`src/rtl/mem_access_ctrl_if.sv`:
```
// -----------------------------------------------------------------------------
// mem_access_ctrl_if
// Memory/IO side bus of the memory-stage access controller.
//   master (controller): drives mem_addr, mem_wdata, dmem_we, imem_we,
//                        io_valid, io_we; samples dmem_rdata, io_ready, io_rdata
//   slave  (memories/IO): the mirror image of master
// mem_addr and mem_wdata are shared by dmem, imem and the IO port.
// -----------------------------------------------------------------------------
interface mem_access_ctrl_if #(
  parameter int XLEN = 32
) ();
  localparam int NLANES = XLEN / 8;

  logic [XLEN-1:0]   mem_addr;
  logic [XLEN-1:0]   mem_wdata;
  logic [NLANES-1:0] dmem_we;
  logic [NLANES-1:0] imem_we;
  logic [XLEN-1:0]   dmem_rdata;
  logic              io_valid;
  logic [NLANES-1:0] io_we;
  logic              io_ready;
  logic [XLEN-1:0]   io_rdata;

  modport master (
    output mem_addr, mem_wdata, dmem_we, imem_we, io_valid, io_we,
    input  dmem_rdata, io_ready, io_rdata
  );

  modport slave (
    input  mem_addr, mem_wdata, dmem_we, imem_we, io_valid, io_we,
    output dmem_rdata, io_ready, io_rdata
  );
endinterface

```
`src/rtl/mem_access_ctrl.sv`:
```
// -----------------------------------------------------------------------------
// mem_access_ctrl
// Memory-stage access controller: region decode (dmem / imem / IO), lane write
// enables and lane-shifted store data, load extraction and extension, two-beat
// handling of word-crossing accesses and an IO valid/ready handshake with
// timeout.
// Ports:
//   clk, rst_n                  clock, asynchronous active-low reset
//   req_valid, opcode, funct3   memory-stage request and its decode fields
//   addr, wdata                 byte address, right-justified store data
//   req_ready                   1 = access completes this cycle (0 stalls)
//   bus                         memory/IO bus (master modport)
//   load_data, load_valid       load result, one cycle after completion
//   misalign_fault, io_timeout  one-cycle event pulses
// -----------------------------------------------------------------------------
module mem_access_ctrl #(
  parameter int XLEN             = 32,
  parameter int ALLOW_MISALIGNED = 1,
  parameter int IO_WAIT_MAX      = 15
) (
  input  logic              clk,
  input  logic              rst_n,
  input  logic              req_valid,
  input  logic [6:0]        opcode,
  input  logic [2:0]        funct3,
  input  logic [XLEN-1:0]   addr,
  input  logic [XLEN-1:0]   wdata,
  output logic              req_ready,
  mem_access_ctrl_if.master bus,
  output logic [XLEN-1:0]   load_data,
  output logic              load_valid,
  output logic              misalign_fault,
  output logic              io_timeout
);
  localparam int NLANES = XLEN / 8;
  localparam int OFFW   = $clog2(NLANES);
  localparam logic [6:0] OP_LOAD  = 7'b0000011;
  localparam logic [6:0] OP_STORE = 7'b0100011;

  typedef enum logic [1:0] {ST_IDLE, ST_SPLIT, ST_IO_WAIT} state_t;
  // Where the registered load result takes its bytes from.
  typedef enum logic [1:0] {SRC_ZERO, SRC_DMEM, SRC_IO, SRC_SPLIT} src_t;

  state_t state_reg, state_next;
  logic [7:0] cnt_reg, cnt_next;

  logic            load_valid_reg, lv_next;
  logic            fault_reg, fault_next;
  logic            timeout_reg, timeout_next;
  src_t            ld_src_reg, src_next;
  logic [OFFW-1:0] ld_off_reg;
  logic [3:0]      ld_nbytes_reg;
  logic            ld_zext_reg;
  logic [XLEN-1:0] io_cap_reg;
  logic [XLEN-1:0] hold_reg;
  logic            io_cap_en, hold_en;

  // ---------------------------------------------------------------- decode
  logic is_load, is_store, is_access;
  logic io_hit, dm_hit, im_hit;

  assign is_load   = req_valid && (opcode == OP_LOAD);
  assign is_store  = req_valid && (opcode == OP_STORE);
  assign is_access = is_load || is_store;

  assign io_hit = (addr[31:28] == 4'b1000);
  assign dm_hit = !addr[31] && addr[28];
  assign im_hit = !addr[31] && addr[29] && is_store;

  // 8-byte accesses degrade to 4-byte ones on a 32-bit datapath.
  logic [1:0] size_code;
  logic [3:0] nbytes;
  assign size_code = (funct3[1:0] == 2'b11 && XLEN == 32) ? 2'b10 : funct3[1:0];
  assign nbytes    = 4'd1 << size_code;

  logic [OFFW-1:0] off;
  logic            crosses;
  assign off     = addr[OFFW-1:0];
  assign crosses = (5'(off) + 5'(nbytes)) > 5'(NLANES);

  logic [NLANES-1:0] size_mask;
  generate
    for (genvar gi = 0; gi < NLANES; gi++) begin : g_size_mask
      assign size_mask[gi] = (5'(gi) < {1'b0, nbytes});
    end
  endgenerate

  // Double-width views: the low half is beat 0 (or the whole aligned
  // access), the high half is what spills into the next word for beat 1.
  logic [2*NLANES-1:0] lane_full;
  logic [2*XLEN-1:0]   wdata_full;
  logic [XLEN-1:0]     addr_aligned, addr_next_word;
  assign lane_full      = {{NLANES{1'b0}}, size_mask} << off;
  assign wdata_full     = {{XLEN{1'b0}}, wdata} << {off, 3'b000};
  assign addr_aligned   = {addr[XLEN-1:OFFW], {OFFW{1'b0}}};
  assign addr_next_word = addr_aligned + XLEN'(NLANES);

  // The first IO cycle happens in IDLE and counts as wait cycle 0.
  logic io_expire;
  assign io_expire = (((state_reg == ST_IO_WAIT) ? cnt_reg : 8'd0) == 8'(IO_WAIT_MAX - 1));

  // ---------------------------------------------------------------- FSM
  always_ff @(posedge clk or negedge rst_n) begin
    if (!rst_n) begin
      state_reg <= ST_IDLE;
      cnt_reg   <= 8'd0;
    end else begin
      state_reg <= state_next;
      cnt_reg   <= cnt_next;
    end
  end

  always_comb begin
    state_next    = state_reg;
    cnt_next      = cnt_reg;
    req_ready     = 1'b1;
    bus.mem_addr  = addr_aligned;
    bus.mem_wdata = wdata_full[XLEN-1:0];
    bus.dmem_we   = '0;
    bus.imem_we   = '0;
    bus.io_valid  = 1'b0;
    bus.io_we     = '0;
    lv_next       = 1'b0;
    src_next      = SRC_ZERO;
    fault_next    = 1'b0;
    timeout_next  = 1'b0;
    io_cap_en     = 1'b0;
    hold_en       = 1'b0;

    case (state_reg)
      ST_IDLE: begin
        if (is_access) begin
          if (crosses && (ALLOW_MISALIGNED == 0 || io_hit)) begin
            fault_next = 1'b1;
          end else if (io_hit) begin
            bus.io_valid = 1'b1;
            bus.io_we    = is_store ? lane_full[NLANES-1:0] : '0;
            if (bus.io_ready) begin
              lv_next   = is_load;
              src_next  = SRC_IO;
              io_cap_en = 1'b1;
            end else if (io_expire) begin
              timeout_next = 1'b1;
              lv_next      = is_load;
            end else begin
              req_ready  = 1'b0;
              state_next = ST_IO_WAIT;
              cnt_next   = 8'd1;
            end
          end else if (crosses && (dm_hit || im_hit)) begin
            // Beat 0: upper lanes of the aligned word.
            bus.dmem_we = (is_store && dm_hit) ? lane_full[NLANES-1:0] : '0;
            bus.imem_we = im_hit ? lane_full[NLANES-1:0] : '0;
            req_ready   = 1'b0;
            state_next  = ST_SPLIT;
          end else begin
            // Aligned access, or an unmapped one (store dropped, load = 0).
            bus.dmem_we = (is_store && dm_hit) ? lane_full[NLANES-1:0] : '0;
            bus.imem_we = im_hit ? lane_full[NLANES-1:0] : '0;
            lv_next     = is_load;
            src_next    = dm_hit ? SRC_DMEM : SRC_ZERO;
          end
        end
      end

      ST_SPLIT: begin
        // Beat 1: low lanes of the following word. dmem_rdata now carries
        // the beat-0 word, which is parked in hold_reg for the merge.
        bus.mem_addr  = addr_next_word;
        bus.mem_wdata = wdata_full[2*XLEN-1:XLEN];
        bus.dmem_we   = (is_store && dm_hit) ? lane_full[2*NLANES-1:NLANES] : '0;
        bus.imem_we   = im_hit ? lane_full[2*NLANES-1:NLANES] : '0;
        hold_en       = is_load;
        lv_next       = is_load;
        src_next      = SRC_SPLIT;
        state_next    = ST_IDLE;
      end

      ST_IO_WAIT: begin
        bus.io_valid = 1'b1;
        bus.io_we    = is_store ? lane_full[NLANES-1:0] : '0;
        if (bus.io_ready) begin
          lv_next    = is_load;
          src_next   = SRC_IO;
          io_cap_en  = 1'b1;
          state_next = ST_IDLE;
          cnt_next   = 8'd0;
        end else if (io_expire) begin
          timeout_next = 1'b1;
          lv_next      = is_load;
          state_next   = ST_IDLE;
          cnt_next     = 8'd0;
        end else begin
          req_ready = 1'b0;
          cnt_next  = cnt_reg + 8'd1;
        end
      end

      default: begin
        state_next = ST_IDLE;
        cnt_next   = 8'd0;
      end
    endcase

    // Nothing may be written or requested while reset is held.
    if (!rst_n) begin
      bus.dmem_we  = '0;
      bus.imem_we  = '0;
      bus.io_valid = 1'b0;
      bus.io_we    = '0;
    end
  end

  // ---------------------------------------------------------------- load path
  always_ff @(posedge clk or negedge rst_n) begin
    if (!rst_n) begin
      load_valid_reg <= 1'b0;
      fault_reg      <= 1'b0;
      timeout_reg    <= 1'b0;
      ld_src_reg     <= SRC_ZERO;
      ld_off_reg     <= '0;
      ld_nbytes_reg  <= 4'd0;
      ld_zext_reg    <= 1'b0;
      io_cap_reg     <= '0;
      hold_reg       <= '0;
    end else begin
      load_valid_reg <= lv_next;
      fault_reg      <= fault_next;
      timeout_reg    <= timeout_next;
      if (lv_next) begin
        ld_src_reg    <= src_next;
        ld_off_reg    <= off;
        ld_nbytes_reg <= nbytes;
        ld_zext_reg   <= funct3[2];
      end
      if (io_cap_en) io_cap_reg <= bus.io_rdata;
      if (hold_en)   hold_reg   <= bus.dmem_rdata;
    end
  end

  // Split loads see {beat-1 word, beat-0 word}; everything else sees a single
  // word in the low half. Shifting by the offset lines the first byte up at
  // lane 0 in every case.
  logic [XLEN-1:0] ld_lower, ld_upper, ld_low, ld_left, ld_ext;
  logic [7:0]      ld_shamt;

  always_comb begin
    ld_lower = '0;
    ld_upper = '0;
    case (ld_src_reg)
      SRC_DMEM:  ld_lower = bus.dmem_rdata;
      SRC_IO:    ld_lower = io_cap_reg;
      SRC_SPLIT: begin
        ld_lower = hold_reg;
        ld_upper = bus.dmem_rdata;
      end
      default:   ld_lower = '0;
    endcase
  end

  assign ld_low   = XLEN'({ld_upper, ld_lower} >> {ld_off_reg, 3'b000});
  // Push the selected bytes to the top, then shift back down to extend.
  assign ld_shamt = 8'(XLEN) - 8'({ld_nbytes_reg, 3'b000});
  assign ld_left  = ld_low << ld_shamt;
  assign ld_ext   = ld_zext_reg ? (ld_left >> ld_shamt)
                                : XLEN'($signed(ld_left) >>> ld_shamt);

  assign load_valid     = load_valid_reg;
  assign load_data      = load_valid_reg ? ld_ext : '0;
  assign misalign_fault = fault_reg;
  assign io_timeout     = timeout_reg;
endmodule

```
`src/flat_wrapper.sv`:
```
// flat-port wrapper written by rule: the top's interface ports become plain ports
module mem_access_ctrl_flat 
#(
  parameter int XLEN             = 32,
  parameter int ALLOW_MISALIGNED = 1,
  parameter int IO_WAIT_MAX      = 15
)
  (clk, rst_n, req_valid, opcode, funct3, addr, wdata, req_ready, load_data, load_valid, misalign_fault, io_timeout, bus_mem_addr, bus_mem_wdata, bus_dmem_we, bus_imem_we, bus_io_valid, bus_io_we, bus_dmem_rdata, bus_io_ready, bus_io_rdata);
  mem_access_ctrl_if #(.XLEN(XLEN)) bus_i ();
  input  logic clk;
  input  logic rst_n;
  input  logic req_valid;
  input  logic [6:0] opcode;
  input  logic [2:0] funct3;
  input  logic [XLEN-1:0] addr;
  input  logic [XLEN-1:0] wdata;
  output logic req_ready;
  output logic [XLEN-1:0] load_data;
  output logic load_valid;
  output logic misalign_fault;
  output logic io_timeout;
  output wire logic [$bits(bus_i.mem_addr)-1:0] bus_mem_addr;
  output wire logic [$bits(bus_i.mem_wdata)-1:0] bus_mem_wdata;
  output wire logic [$bits(bus_i.dmem_we)-1:0] bus_dmem_we;
  output wire logic [$bits(bus_i.imem_we)-1:0] bus_imem_we;
  output wire logic [$bits(bus_i.io_valid)-1:0] bus_io_valid;
  output wire logic [$bits(bus_i.io_we)-1:0] bus_io_we;
  input wire logic [$bits(bus_i.dmem_rdata)-1:0] bus_dmem_rdata;
  input wire logic [$bits(bus_i.io_ready)-1:0] bus_io_ready;
  input wire logic [$bits(bus_i.io_rdata)-1:0] bus_io_rdata;
  assign bus_mem_addr = bus_i.mem_addr;
  assign bus_mem_wdata = bus_i.mem_wdata;
  assign bus_dmem_we = bus_i.dmem_we;
  assign bus_imem_we = bus_i.imem_we;
  assign bus_io_valid = bus_i.io_valid;
  assign bus_io_we = bus_i.io_we;
  assign bus_i.dmem_rdata = bus_dmem_rdata;
  assign bus_i.io_ready = bus_io_ready;
  assign bus_i.io_rdata = bus_io_rdata;
  mem_access_ctrl #(.XLEN(XLEN), .ALLOW_MISALIGNED(ALLOW_MISALIGNED), .IO_WAIT_MAX(IO_WAIT_MAX)) u_core (.clk(clk), .rst_n(rst_n), .req_valid(req_valid), .opcode(opcode), .funct3(funct3), .addr(addr), .wdata(wdata), .req_ready(req_ready), .bus(bus_i), .load_data(load_data), .load_valid(load_valid), .misalign_fault(misalign_fault), .io_timeout(io_timeout));
endmodule
```
`config.mk`:
```
export PLATFORM = sky130hd
export DESIGN_NAME = mem_access_ctrl_flat
export DESIGN_NICKNAME = d
export VERILOG_FILES = /design/src/rtl/mem_access_ctrl_if.sv /design/src/rtl/mem_access_ctrl.sv /design/src/flat_wrapper.sv
export SDC_FILE = /design/constraint.sdc
export NUM_CORES = 1
export LEC_CHECK = 0
export BUFFER_PORTS_ARGS = -buffer_cell sky130_fd_sc_hd__clkbuf_2
export CORE_MARGIN = 4
export CORE_UTILIZATION = 53
export DETAILED_ROUTE_END_ITERATION = 7
export PLACE_DENSITY_LB_ADDON = 0.12
export SYNTH_ARGS = -nofsm -noshare
export SYNTH_HDL_FRONTEND = slang
export SYNTH_SLANG_ARGS = --single-unit
```
`constraint.sdc`:
```
create_clock -name clk -period 4.7 [get_ports clk]
set_input_delay 0.94 -clock clk [delete_from_list [all_inputs] [get_ports clk]]
set_output_delay 0.94 -clock clk [all_outputs]
set_load 0.02 [all_outputs]
```
; ---- After elaboration in Yosys (flattened, before gate mapping)
; Index checks and enable logic that the tools add are counted.
[totals]
latch_bits = 0
ram_bits = 0
ff_bits = 86
word_cells = 146
out_inout_bits = 113
romBits = 0
memories = 0
[op_classes]
n_eq_ne = 19
n_addsub = 4
n_div = 0
n_reduce_logical = 14
n_bitwise = 1
shifts = 7
multipliers = 0
mux = 85
order_cmp = 5
[ops]
columns = cell, n
row1 = 32-bit two-way mux, 5
row2 = 32-bit case mux with 3 select lines, 1
row3 = 4-bit two-way mux, 17
row4 = 8-bit two-way mux, 8
row5 = 32-bit by 5-bit << shifter with 64-bit output, 1
row6 = 64-bit by 5-bit >> shifter with 32-bit output, 1
row7 = "32-bit by 3-bit adder with 32-bit output, second input constant", 1
row8 = 32-bit by 8-bit << shifter with 32-bit output, 1
row9 = 32-bit by 8-bit >> shifter with 32-bit output, 1
row10 = 32-bit by 8-bit >>> shifter with 32-bit output, 1
row11 = 1-bit two-way mux, 29
row12 = 2-bit two-way mux, 14
row13 = 4-bit case mux with 2 select lines, 3
row14 = 8-bit case mux with 3 select lines, 1
row15 = 6-bit AND reduction, 2
row16 = "8-bit by 1-bit adder with 8-bit output, second input constant", 1
row17 = "2-bit == test, second input constant", 4
row18 = "8-bit by 4-bit == test with 1-bit output, second input constant", 1
row19 = 1-bit logical AND, 8
row20 = "1-bit by 4-bit < comparator with 1-bit output, first input constant", 2
row21 = "2-bit by 4-bit < comparator with 1-bit output, first input constant", 2
row22 = 1-bit case mux with 2 select lines, 4
row23 = 4-bit by 2-bit << shifter with 8-bit output, 1
row24 = "6-bit by 7-bit subtractor with 8-bit output, first input constant", 1
row25 = 19 further kinds, 25

; ---- Depth between registers and ports, before layout
; Gate-level depths: netlist of the first run.
[logic_depth]
word_depth = 11
ltp_mapped = 12
mapped_depth_nobuf = 10

; ---- Worst setup path after synthesis of the first run
; No wires, ideal clock.
[synth_timing]
path_type = input to output
start = input addr[1]
end = output bus_io_we[1]
slack_ps = 520
path_stages = 9
t_arrival_ps = 3240
path_cell_list = inv_1 -> clkbuf_1 -> clkbuf_1 -> fa_1 -> nor2b_1 -> o211ai_1 -> a21oi_1 -> o2111ai_1 -> nor3_1
[synth_via]
elab_chain_cells = 7
word_cells_on_any_way = 10
[synth_lines]
columns = element, line_no
row1 = start: declaration, flat_wrapper.sv:15  ; input logic [XLEN-1:0] addr;
row2 = 2-bit by 4-bit adder with 5-bit output / 4-bit by 2-bit << shifter with 8-bit output (equally long branches), "mem_access_ctrl.sv:79, mem_access_ctrl.sv:93"
row3 = 5-bit by 3-bit > comparator with 1-bit output / 4-bit two-way mux (equally long branches), "mem_access_ctrl.sv:79, mem_access_ctrl.sv:137, mem_access_ctrl.sv:181"
row4 = 1-bit logical AND / 4-bit two-way mux (equally long branches), "mem_access_ctrl.sv:133, mem_access_ctrl.sv:135"
row5 = 4-bit two-way mux, mem_access_ctrl.sv:133  ; if (crosses && (ALLOW_MISALIGNED == 0 || io_hit)) begin
row6 = 4-bit two-way mux, mem_access_ctrl.sv:132  ; if (is_access) begin
row7 = 4-bit case mux with 2 select lines (*), mem_access_ctrl.sv:130  ; case (state_reg)
row8 = 4-bit two-way mux (*), mem_access_ctrl.sv:206  ; if (!rst_n) begin
row9 = end: declaration, flat_wrapper.sv:27  ; output wire logic [$bits(bus_i.io_we)-1:0] bus_io_we;
; Mark *: on every way between the ends. The rest lies on a longest branch, timed or not.

; ---- Worst setup path in the final report of the first run
[layout_timing]
start = register u_core.ld_src_reg[1]
end = output load_data[26]
[layout_via]
elab_chain_cells = 7
word_cells_on_any_way = 11
[layout_lines]
columns = element, line_no
row1 = start: declaration, mem_access_ctrl.sv:50  ; src_t ld_src_reg, src_next;
row2 = start signal: assignment, mem_access_ctrl.sv:231  ; ld_src_reg <= src_next;
row3 = 2-bit == test / 2-bit by 1-bit == test with 1-bit output (equally long branches), mem_access_ctrl.sv:250  ; case (ld_src_reg)
row4 = 32-bit case mux with 3 select lines / 32-bit two-way mux (equally long branches), mem_access_ctrl.sv:250
row5 = 64-bit by 5-bit >> shifter with 32-bit output (*), mem_access_ctrl.sv:261  ; assign ld_low = XLEN'({ld_upper, ld_lower} >> {ld_off_reg, 3'b000});
row6 = 32-bit by 8-bit << shifter with 32-bit output (*), mem_access_ctrl.sv:264  ; assign ld_left = ld_low << ld_shamt;
row7 = 32-bit by 8-bit >>> shifter with 32-bit output / 32-bit by 8-bit >> shifter with 32-bit output (equally long branches), "mem_access_ctrl.sv:266, mem_access_ctrl.sv:265"
row8 = 32-bit two-way mux (*), mem_access_ctrl.sv:265  ; assign ld_ext = ld_zext_reg ? (ld_left >> ld_shamt)
row9 = 32-bit two-way mux (*), mem_access_ctrl.sv:269  ; assign load_data = load_valid_reg ? ld_ext : '0;
row10 = end: declaration, flat_wrapper.sv:18  ; output logic [XLEN-1:0] load_data;
; Marked as above.

==> run metrics, run 1 <==
status=finished clean; GRT Util Overall=0.301; mean post-synth cell area=8.82 µm²; area grow syn2layout=20.8%; n_diodes=0; xor and xnor area share after synthesis=0.0319; CP endpoint kind=primary output; vias=8,552; Fillers=1,322; Yosys top cell by area=dfrtp_1; critical path's top delay family=compound AO/OA/AOI/OAI gates; final setup TNS=0 ns; Worst Skew=0.0111 ns; sequential fraction of the synthesis area=0.261; CTS tree=done; Post-Synth Simple-Gate Area=0.180; synthesized flop and latch total=86; layout cells sized above 1=0.388; floorplan row count=45; relative slew slack=0.401; number of port buffers=252; Sw Pwr=0.685 mW; post-CTS setup buffer count=0; Worst Path Max Fanout=17; Combinational Power Share=0.257; Placer Congestion=0.958; Tmin final=4.40 ns; top cells by area, synth=dfrtp_1, mux2_2, mux2i_1, nand2_1, nor2_1; Clock transition at path regs=0.07 ns; post-synth cell types=81; Sequential cell area=2150 µm²; Clk pwr share=0.373; fmax=227 MHz; worst slew pin tran=0.896 ns; Post-synth ARST share=1.00; setup repair after global routing missed its margin=no; nets@finish=1,300; core area=15,200 µm²; Switching Share=0.332; critical path cell sequence=inv_1, mux4_2, o22a_1, o221a_2, a2bb2oi_1, a21oi_1, clkbuf_2; 1st-iter DRT viols=882; Slowest-stage cell, CP=dfrtp_1; Finish-stage setup viols=0; first-pass GRT wire length=42,700 µm; WP data required=3.76 ns; initial antenna violation count=0; Routed Antenna Nets=0; dpl hpwl=21,400 µm; number of synthesized flops with an enable pin=0; Pint=1.38 mW; synthesized area=8230 µm²; gr ovfl total=0; ys flop type=dfrtp_1; die area=17,600 µm²; main combinational cell family by area after synthesis=compound AO/OA/AOI/OAI gates; end-of-flow core utilization=0.654; pin count of the biggest net entering global routing=53; CP arrival=3.46 ns; number of global-route vias before repair=8,137; Worst Hold Class=register to register; compound-gate portion of the synthesized area=0.236; Residual DRC=0; num ports=255; power per cell area=208 nW/µm²; die width=133 µm; Ys Warns=0; Root Driver=clkbuf_16; CP Buf/Inv Count=2; Starting Density=0.542; Sink Count=86; Max Cap Viol=0; WL/cell=20.6 µm; WL final=27,700 µm; Hold Vio Cnt, Final=0; Worst VDD drop=0.000183 V; Post-Synthesis Cells=933; Worst path max stage delay=0.70 ns; via/cell ratio=6.36; Initial DRT Pass Iterations=5; Slew Viols, Final=0; post-synthesis mux area share=0.232; share of Yosys cell area claimed by the top area cell type=0.261; Pleak=4.62 nW; Critical Path Source Type=register; Max Buffers Root-to-Sink=2; Final period util=0.935; area of the multi-input gates=5710 µm²; clk_lat worst skew=0.36 ns; part of the power in registers=0.370; Synth Area in Adders=0.0100; clock buffer count from CTS=9; critical path class=register to primary output; Chip Height=133 µm; H-tree depth=3
-- power by group through the flow --
| stage | Combinational, mW | Clock [mW] | Sequential (mW) |
|---|---|---|---|
| after floorplan | 0.322 | 0 | 0.766 |
| after global placement | 0.519 | 0 | 0.777 |
| after detailed placement | 0.521 | 0 | 0.777 |
| after CTS | 0.524 | 0.780 | 0.762 |
| after global routing | 0.574 | 0.814 | 0.764 |
| final | 0.532 | 0.770 | 0.763 |
-- cell usage after synthesis (all sizes together), types with 5 or more instances --
master,instances
mux2,112
nand2,94
dfrtp,86
nor2,64
mux2i,47
a21oi,41
o21ai,40
clkbuf,37
buf,34
nand3,26
a221oi,20
a22oi,20
a211oi,19
xnor2,19
inv,18
and3,16
o22ai,16
nor3,15
nor2b,14
nand4,13
o2bb2ai,13
xor2,11
a221o,10
and2,9
a31oi,8
mux4,8
a211o,7
nand2b,7
o211ai,7
o31ai,7
and4,6
or2,6
a22o,5
a2bb2oi,5
ha,5
nor4bb,5
o21a,5
-- routing by layer --
metal  wire length, µm  vias to the layer above  GRT usage  share of wire
li1                  -                     4004          -              -
met1             10600                     4045      0.360           0.38
met2             14100                      429      0.533           0.51
met3              2010                       74     0.0555          0.072
met4              1010                        0      0.124          0.036
met5                 0                        -          0              0
-- layout by cell type (no fill, tap or decap), drive strengths merged, types with 14 or more instances in the layout --
cell type | synthesis | layout
a221oi | 20 | 20
mux2 | 112 | 112
mux2i | 47 | 47
xnor2 | 19 | 19
clkbuf | 37 | 261
a211oi | 19 | 19
buf | 34 | 27
nor3 | 15 | 15
a21oi | 41 | 41
nand2 | 94 | 94
and3 | 16 | 16
o22ai | 16 | 16
nor2 | 64 | 64
inv | 18 | 21
dfrtp | 86 | 86
nor2b | 14 | 14
a22oi | 20 | 20
o21ai | 40 | 40
nand3 | 26 | 26
-- cells by family after synthesis --
logic type,after synthesis
other,1
multiplexers,167
XOR/XNOR,30
AO/OA/AOI/OAI,259
buffers and inverters,90
AND/OR/NAND/NOR,294
adder cells (fa/ha/maj),6
flip-flops,86
-- layout make-up --
cell class / instances / share of cell area
Clock buffer: 10 / 0.0240
Sequential cell: 86 / 0.217
Tap cell: 188 / 0.0237
Inverter: 19 / 0.00717
Clock inverter: 6 / 0.00780
Timing Repair Buffer: 278 / 0.147
Multi-Input combinational cell: 758 / 0.574
-- through the flow --
step / cells / total power [mW] / setup slack [ns] / area, µm² / hold WS [ns]
floorplan: 934 / 1.09 / 0.520 / 8240 / 0.465
global placement: 1329 / 1.30 / 0.389 / 9620 / 0.483
detailed placement: 1329 / 1.30 / 0.331 / 9620 / 0.492
CTS: 1345 / 2.07 / 0.306 / 9940 / 0.508
global route: 1345 / 2.15 / 0.0592 / 9940 / 0.525
finish: 1345 / 2.07 / 0.304 / 9940 / 0.507
-- path summary, 6_finish.rpt --
| kind | start | cells after the start | slack [ns] | to |
|---|---|---|---|---|
| max | u_core.ld_src_reg[1] | 7 | 0.30 | load_data[26] |
| min | u_core.hold_reg[2] | 1 | 0.51 | u_core.hold_reg[2] |
| max reg2reg | u_core.state_reg[1] | 7 | 2.10 | u_core.ld_nbytes_reg[0] |
| min reg2reg | u_core.hold_reg[2] | 1 | 0.51 | u_core.hold_reg[2] |
| max in group asynchronous | rst_n | 3 | 2.90 | u_core.ld_off_reg[0] |
| min in group asynchronous | rst_n | 2 | 0.75 | u_core.hold_reg[4] |
-- timing repair --
item | CTS | global route
hold endpoints to repair | 0 | 0
resized for setup | 0 | 1
hold buffers | 0 | 0
endpoints found under the setup margin | 0 | 1
Power figures use the tool's default switching activity.
==> run 2, diff against run 1 <==
REMOVE_ABC_BUFFERS = 1   (was not set)
==> run 2 against run 1 <==
Effect of this change: clock-buffer cell count unchanged; sequential power hardly changed; die area unchanged; flip-flop and latch count did not move; via count rose by 0.37%; clock skew is 0.0059 ns lower; critical endpoint is now load_data[18]; largest power group is now registers; highest routed layer unchanged.
==> run metrics, run 2 (synthesized netlist as in run 1, its figures left out) <==
fmax=225 MHz; clock buffer count from CTS=9; Worst Hold Class=register to register; initial antenna violation count=2; first-pass GRT wire length=43,600 µm; via/cell ratio=6.34; Worst Skew=0.00521 ns; Layout Cells excl Fill=1,353; final setup TNS=0 ns; CP arrival=3.50 ns; core area=15,200 µm²; Fillers=1,356; Sequential cell area=2150 µm²; R2R Setup Slk=1.98 ns; gr ovfl total=0; commonest non-fill, non-tap cell in the layout=clkbuf_2; 1st-iter DRT viols=727; status=finished clean; Pleak=4.63 nW; commonest cells after routing, fill and taps aside=clkbuf_2, mux2_2, nand2_1; WL final=27,200 µm; power per cell area=203 nW/µm²; area of the multi-input gates=5710 µm²; Worst VDD drop=0.000175 V; num ports=255; area grow syn2layout=21.4%; cts repair resizes=0; Final period util=0.944; r2r endpoint=u_core.ld_nbytes_reg[0]; Finish-stage setup viols=0; nets@finish=1,305; CTS tree=done; Slew Viols, Final=0; Root Driver=clkbuf_16; Starting Density=0.542; post-CTS setup buffer count=0; Max Cap Viol=0; Tmin final=4.44 ns; GRT Util Overall=0.301; hold buffers post-CTS=0; Hold Vio Cnt, Final=0; die width=133 µm; number of global-route vias before repair=8,485; floorplan row count=45; FF-to-FF Start=u_core.state_reg[1]; launch point of the critical path=u_core.ld_nbytes_reg[0]; clk_lat worst skew=0.34 ns; setup repair after global routing missed its margin=no; worst slew pin tran=0.879 ns; layout cells sized above 1=0.389; dpl hpwl=20,800 µm; relative slew slack=0.410; Max Buffers Root-to-Sink=2; Worst Path Max Fanout=9; vias=8,584; WL/cell=20.1 µm; Chip Height=133 µm; CP endpoint kind=primary output; Routed Antenna Nets=0; die area=17,600 µm²; Worst Setup EP=load_data[18]; number of port buffers=252; cells on worst reg2reg path=6; Placer Congestion=0.993; Initial DRT Pass Iterations=5; H-tree depth=3; Residual DRC=0; Clock transition at path regs=0.07 ns; placed cell count=1,334; Worst path max stage delay=0.69 ns; pin count of the biggest net entering global routing=69; Critical Path Source Type=register; Slowest-stage cell, CP=o21ai_1; Sink Count=86; WP data required=3.76 ns; critical path cell sequence=inv_1, ha_1, nor2b_1, o21ai_1, o221a_2, a2bb2oi_1, a21oi_1, clkbuf_2; critical path class=register to primary output
run 2: changes by cell type in the layout (fill, tap and decap cells not counted), sizes merged:
cell	delta
buf	+5
clkinv	-1
clkinvlp	+2
diode	+3
inv	-1
run 2: critical path, delay by kind of cell (launching register included):
family                   cells  cell delay (ns)
AND/OR/NAND/NOR              1             0.19
adder cells (fa/ha/maj)      1             0.28
buffers and inverters        2             0.29
AO/OA/AOI/OAI                4             1.92
flip-flops                   1             0.47
run 2: cell type report:
| class | count | share of cell area |
|---|---|---|
| inverters | 19 | 0.00713 |
| diodes | 3 | 0.000751 |
| clock inverters | 6 | 0.00701 |
| flip-flops and latches | 86 | 0.215 |
| well taps | 188 | 0.0235 |
| multi-input cells | 758 | 0.571 |
| clock buffers | 10 | 0.0229 |
| repair buffers | 283 | 0.152 |
run 2: how the worst min path moves through the flow:
stage	from	end	slack (ns)	depth (start not counted)
floorplan	u_core.cnt_reg[3]	u_core.cnt_reg[3]	0.46	1
global placement	u_core.hold_reg[14]	u_core.hold_reg[14]	0.48	1
detailed placement	u_core.io_cap_reg[16]	u_core.io_cap_reg[16]	0.49	1
CTS	u_core.io_cap_reg[16]	u_core.io_cap_reg[16]	0.50	1
global route	u_core.io_cap_reg[17]	u_core.io_cap_reg[17]	0.52	1
finish	u_core.io_cap_reg[16]	u_core.io_cap_reg[16]	0.50	1
run 2: report_power, final:
group	internal [mW]	switching [mW]	leakage, nW
clock	0.416	0.312	0.136
combinational	0.199	0.343	3.31
sequential	0.747	0.0128	1.19
run 2: stage by stage:
stage / area, µm² / hold WS (ns) / power [mW] / utilization / worst slack (ns)
finish: 10000 / 0.503 / 2.03 / 0.658 / 0.263
detailed placement: 9690 / 0.490 / 1.30 / 0.638 / 0.290
global placement: 9690 / 0.483 / 1.30 / 0.638 / 0.415
floorplan: 7910 / 0.465 / 1.07 / - / -0.786
CTS: 9990 / 0.505 / 2.03 / 0.657 / 0.295
global route: 10000 / 0.523 / 2.12 / 0.658 / 0.0542
run 2: metal layers:
metal  track usage  vias to the layer above  routed length [µm]
met3        0.0593                       56                2100
met1         0.377                     4116               11000
li1              -                     3998                   -
met2         0.515                      414               13300
met5             0                        -                   0
met4         0.113                        0                 816
==> run 3, diff against run 2 <==
GPL_TIMING_DRIVEN = 0   (was not set)
==> run 3 against run 2 <==
Effect of this change: via count is 0.61% higher; critical path depth is the same; worst hold slack is essentially flat; largest cell class unchanged; largest power group is now the clock network; highest routed layer unchanged.
==> run metrics, run 3 (synthesized netlist as in run 1, its figures left out) <==
core area=15,200 µm²; CP endpoint kind=primary output; commonest cells after routing, fill and taps aside=clkbuf_2, mux2_2, nand2_1; Max Cap Viol=0; Worst Path Max Fanout=30; relative slew slack=0.317; CP arrival=3.63 ns; Worst Skew=0.00659 ns; WP data required=3.76 ns; Worst VDD drop=0.000157 V; H-tree depth=3; placed cell count=1,310; CTS tree=done; Starting Density=0.542; GRT Util Overall=0.299; initial antenna violation count=2; commonest non-fill, non-tap cell in the layout=clkbuf_2; Fillers=1,336; number of global-route vias before repair=8,236; first-pass GRT wire length=42,800 µm; floorplan row count=45; fin area=9980 µm²; Residual DRC=0; WL final=27,600 µm; final setup TNS=0 ns; Root Driver=clkbuf_16; critical path class=register to primary output; gr ovfl total=0; Worst Hold Class=register to register; Critical Path Source Type=register; dpl hpwl=20,200 µm; Layout Cells excl Fill=1,334; Finish-stage setup viols=0; die area=17,600 µm²; Routed Antenna Nets=0; Tmin final=4.57 ns; worst slew pin tran=1.02 ns; Final period util=0.973; nets@finish=1,287; number of port buffers=252; Slew Viols, Final=0; Pleak=4.57 nW; status=finished clean; vias=8,636; layout cells sized above 1=0.389; Max Buffers Root-to-Sink=2; Chip Height=133 µm; Clock transition at path regs=0.07 ns; clk_lat worst skew=0.35 ns; power per cell area=208 nW/µm²; clock buffer count from CTS=9; WL/cell=20.7 µm; Hold Vio Cnt, Final=0; Initial DRT Pass Iterations=6; pin count of the biggest net entering global routing=58; fmax=219 MHz; DP Area=9570 µm²; die width=133 µm; num ports=255; Placer Congestion=0.962; area grow syn2layout=21.3%; 1st-iter DRT viols=926; Sink Count=86; via/cell ratio=6.47
-- run 3: cell count changes in the layout (fill, tap and decap cells not counted), moves of 2 or more --
cell	before	now
clkbuf_4	0	2
nor2b_2	1	3
dfrtp_1	84	82
buf_4	30	2
dfrtp_4	0	2
buf_16	0	2
clkbuf_2	251	249
buf_6	0	3
clkinv_4	0	2
clkinvlp_2	0	2
inv_1	18	16
-- run 3: cell type report --
cell class / count / area, µm² / area share
clock inverters: 6 / 93.8 / 0.00940
diodes: 2 / 5.00 / 0.000501
repair buffers: 261 / 1410 / 0.141
flip-flops and latches: 86 / 2160 / 0.217
clock buffers: 10 / 229 / 0.0229
multi-input cells: 760 / 5760 / 0.577
inverters: 19 / 80.1 / 0.00802
repair inverters: 2 / 10.0 / 0.00100
well taps: 188 / 235 / 0.0236
-- run 3: what timing repair did --
item	in CTS	in global routing
setup endpoints to repair	30	22
hold endpoints to repair	0	0
buffers inserted	0	2
resized for setup	7	8
hold buffers	0	0
cloned	2	2
pin swaps	0	0
-- run 3: stage by stage --
step / setup slack [ns] / power [mW] / hold slack [ns] / util
floorplan: -0.786 / 1.07 / 0.465 / -
CTS: 0.000433 / 2.07 / 0.506 / 0.653
global route: -0.00108 / 2.17 / 0.514 / 0.657
detailed placement: -0.402 / 1.29 / 0.491 / 0.629
global placement: -2.31 / 1.28 / 0.482 / 0.619
finish: 0.126 / 2.08 / 0.504 / 0.657
-- run 3: report_power, final --
part           internal [mW]  total [mW]  switching, mW  leakage (nW)
combinational          0.193       0.521          0.327          3.23
clock                  0.470       0.784          0.314         0.153
sequential             0.748       0.772         0.0249          1.19
total                   1.41        2.08          0.667          4.57
-- run 3: path summary, 6_finish.rpt --
check                                     start                    to  slack (ns)  cells after the start
setup / recovery           u_core.ld_src_reg[0]         load_data[10]        0.13                      8
hold / removal              u_core.hold_reg[20]   u_core.hold_reg[20]        0.50                      1
setup reg to reg            u_core.state_reg[1]    u_core.hold_reg[9]        1.78                      4
hold reg to reg             u_core.hold_reg[20]   u_core.hold_reg[20]        0.50                      1
max in group asynchronous                 rst_n  u_core.ld_off_reg[0]        3.48                      2
min in group asynchronous                 rst_n    u_core.hold_reg[4]        0.57                      1
-- run 3: per-layer routing --
layer,vias to the layer above,wire (µm),GRT usage
met5,-,0,0
met4,0,1070,0.131
met3,79,2700,0.0738
met2,511,13200,0.492
met1,4076,10600,0.373
li1,3970,-,-
-- run 3: worst max-delay path: stages (launching register included) --
cell and delay, ns:
dfrtp_2 0.72, buf_12 0.27, nor2b_2 0.86, o2bb2ai_1 0.30, mux2i_1 0.12, o21ai_0 0.24, a21oi_1 0.12, a211oi_1 0.36
clkbuf_2 0.24
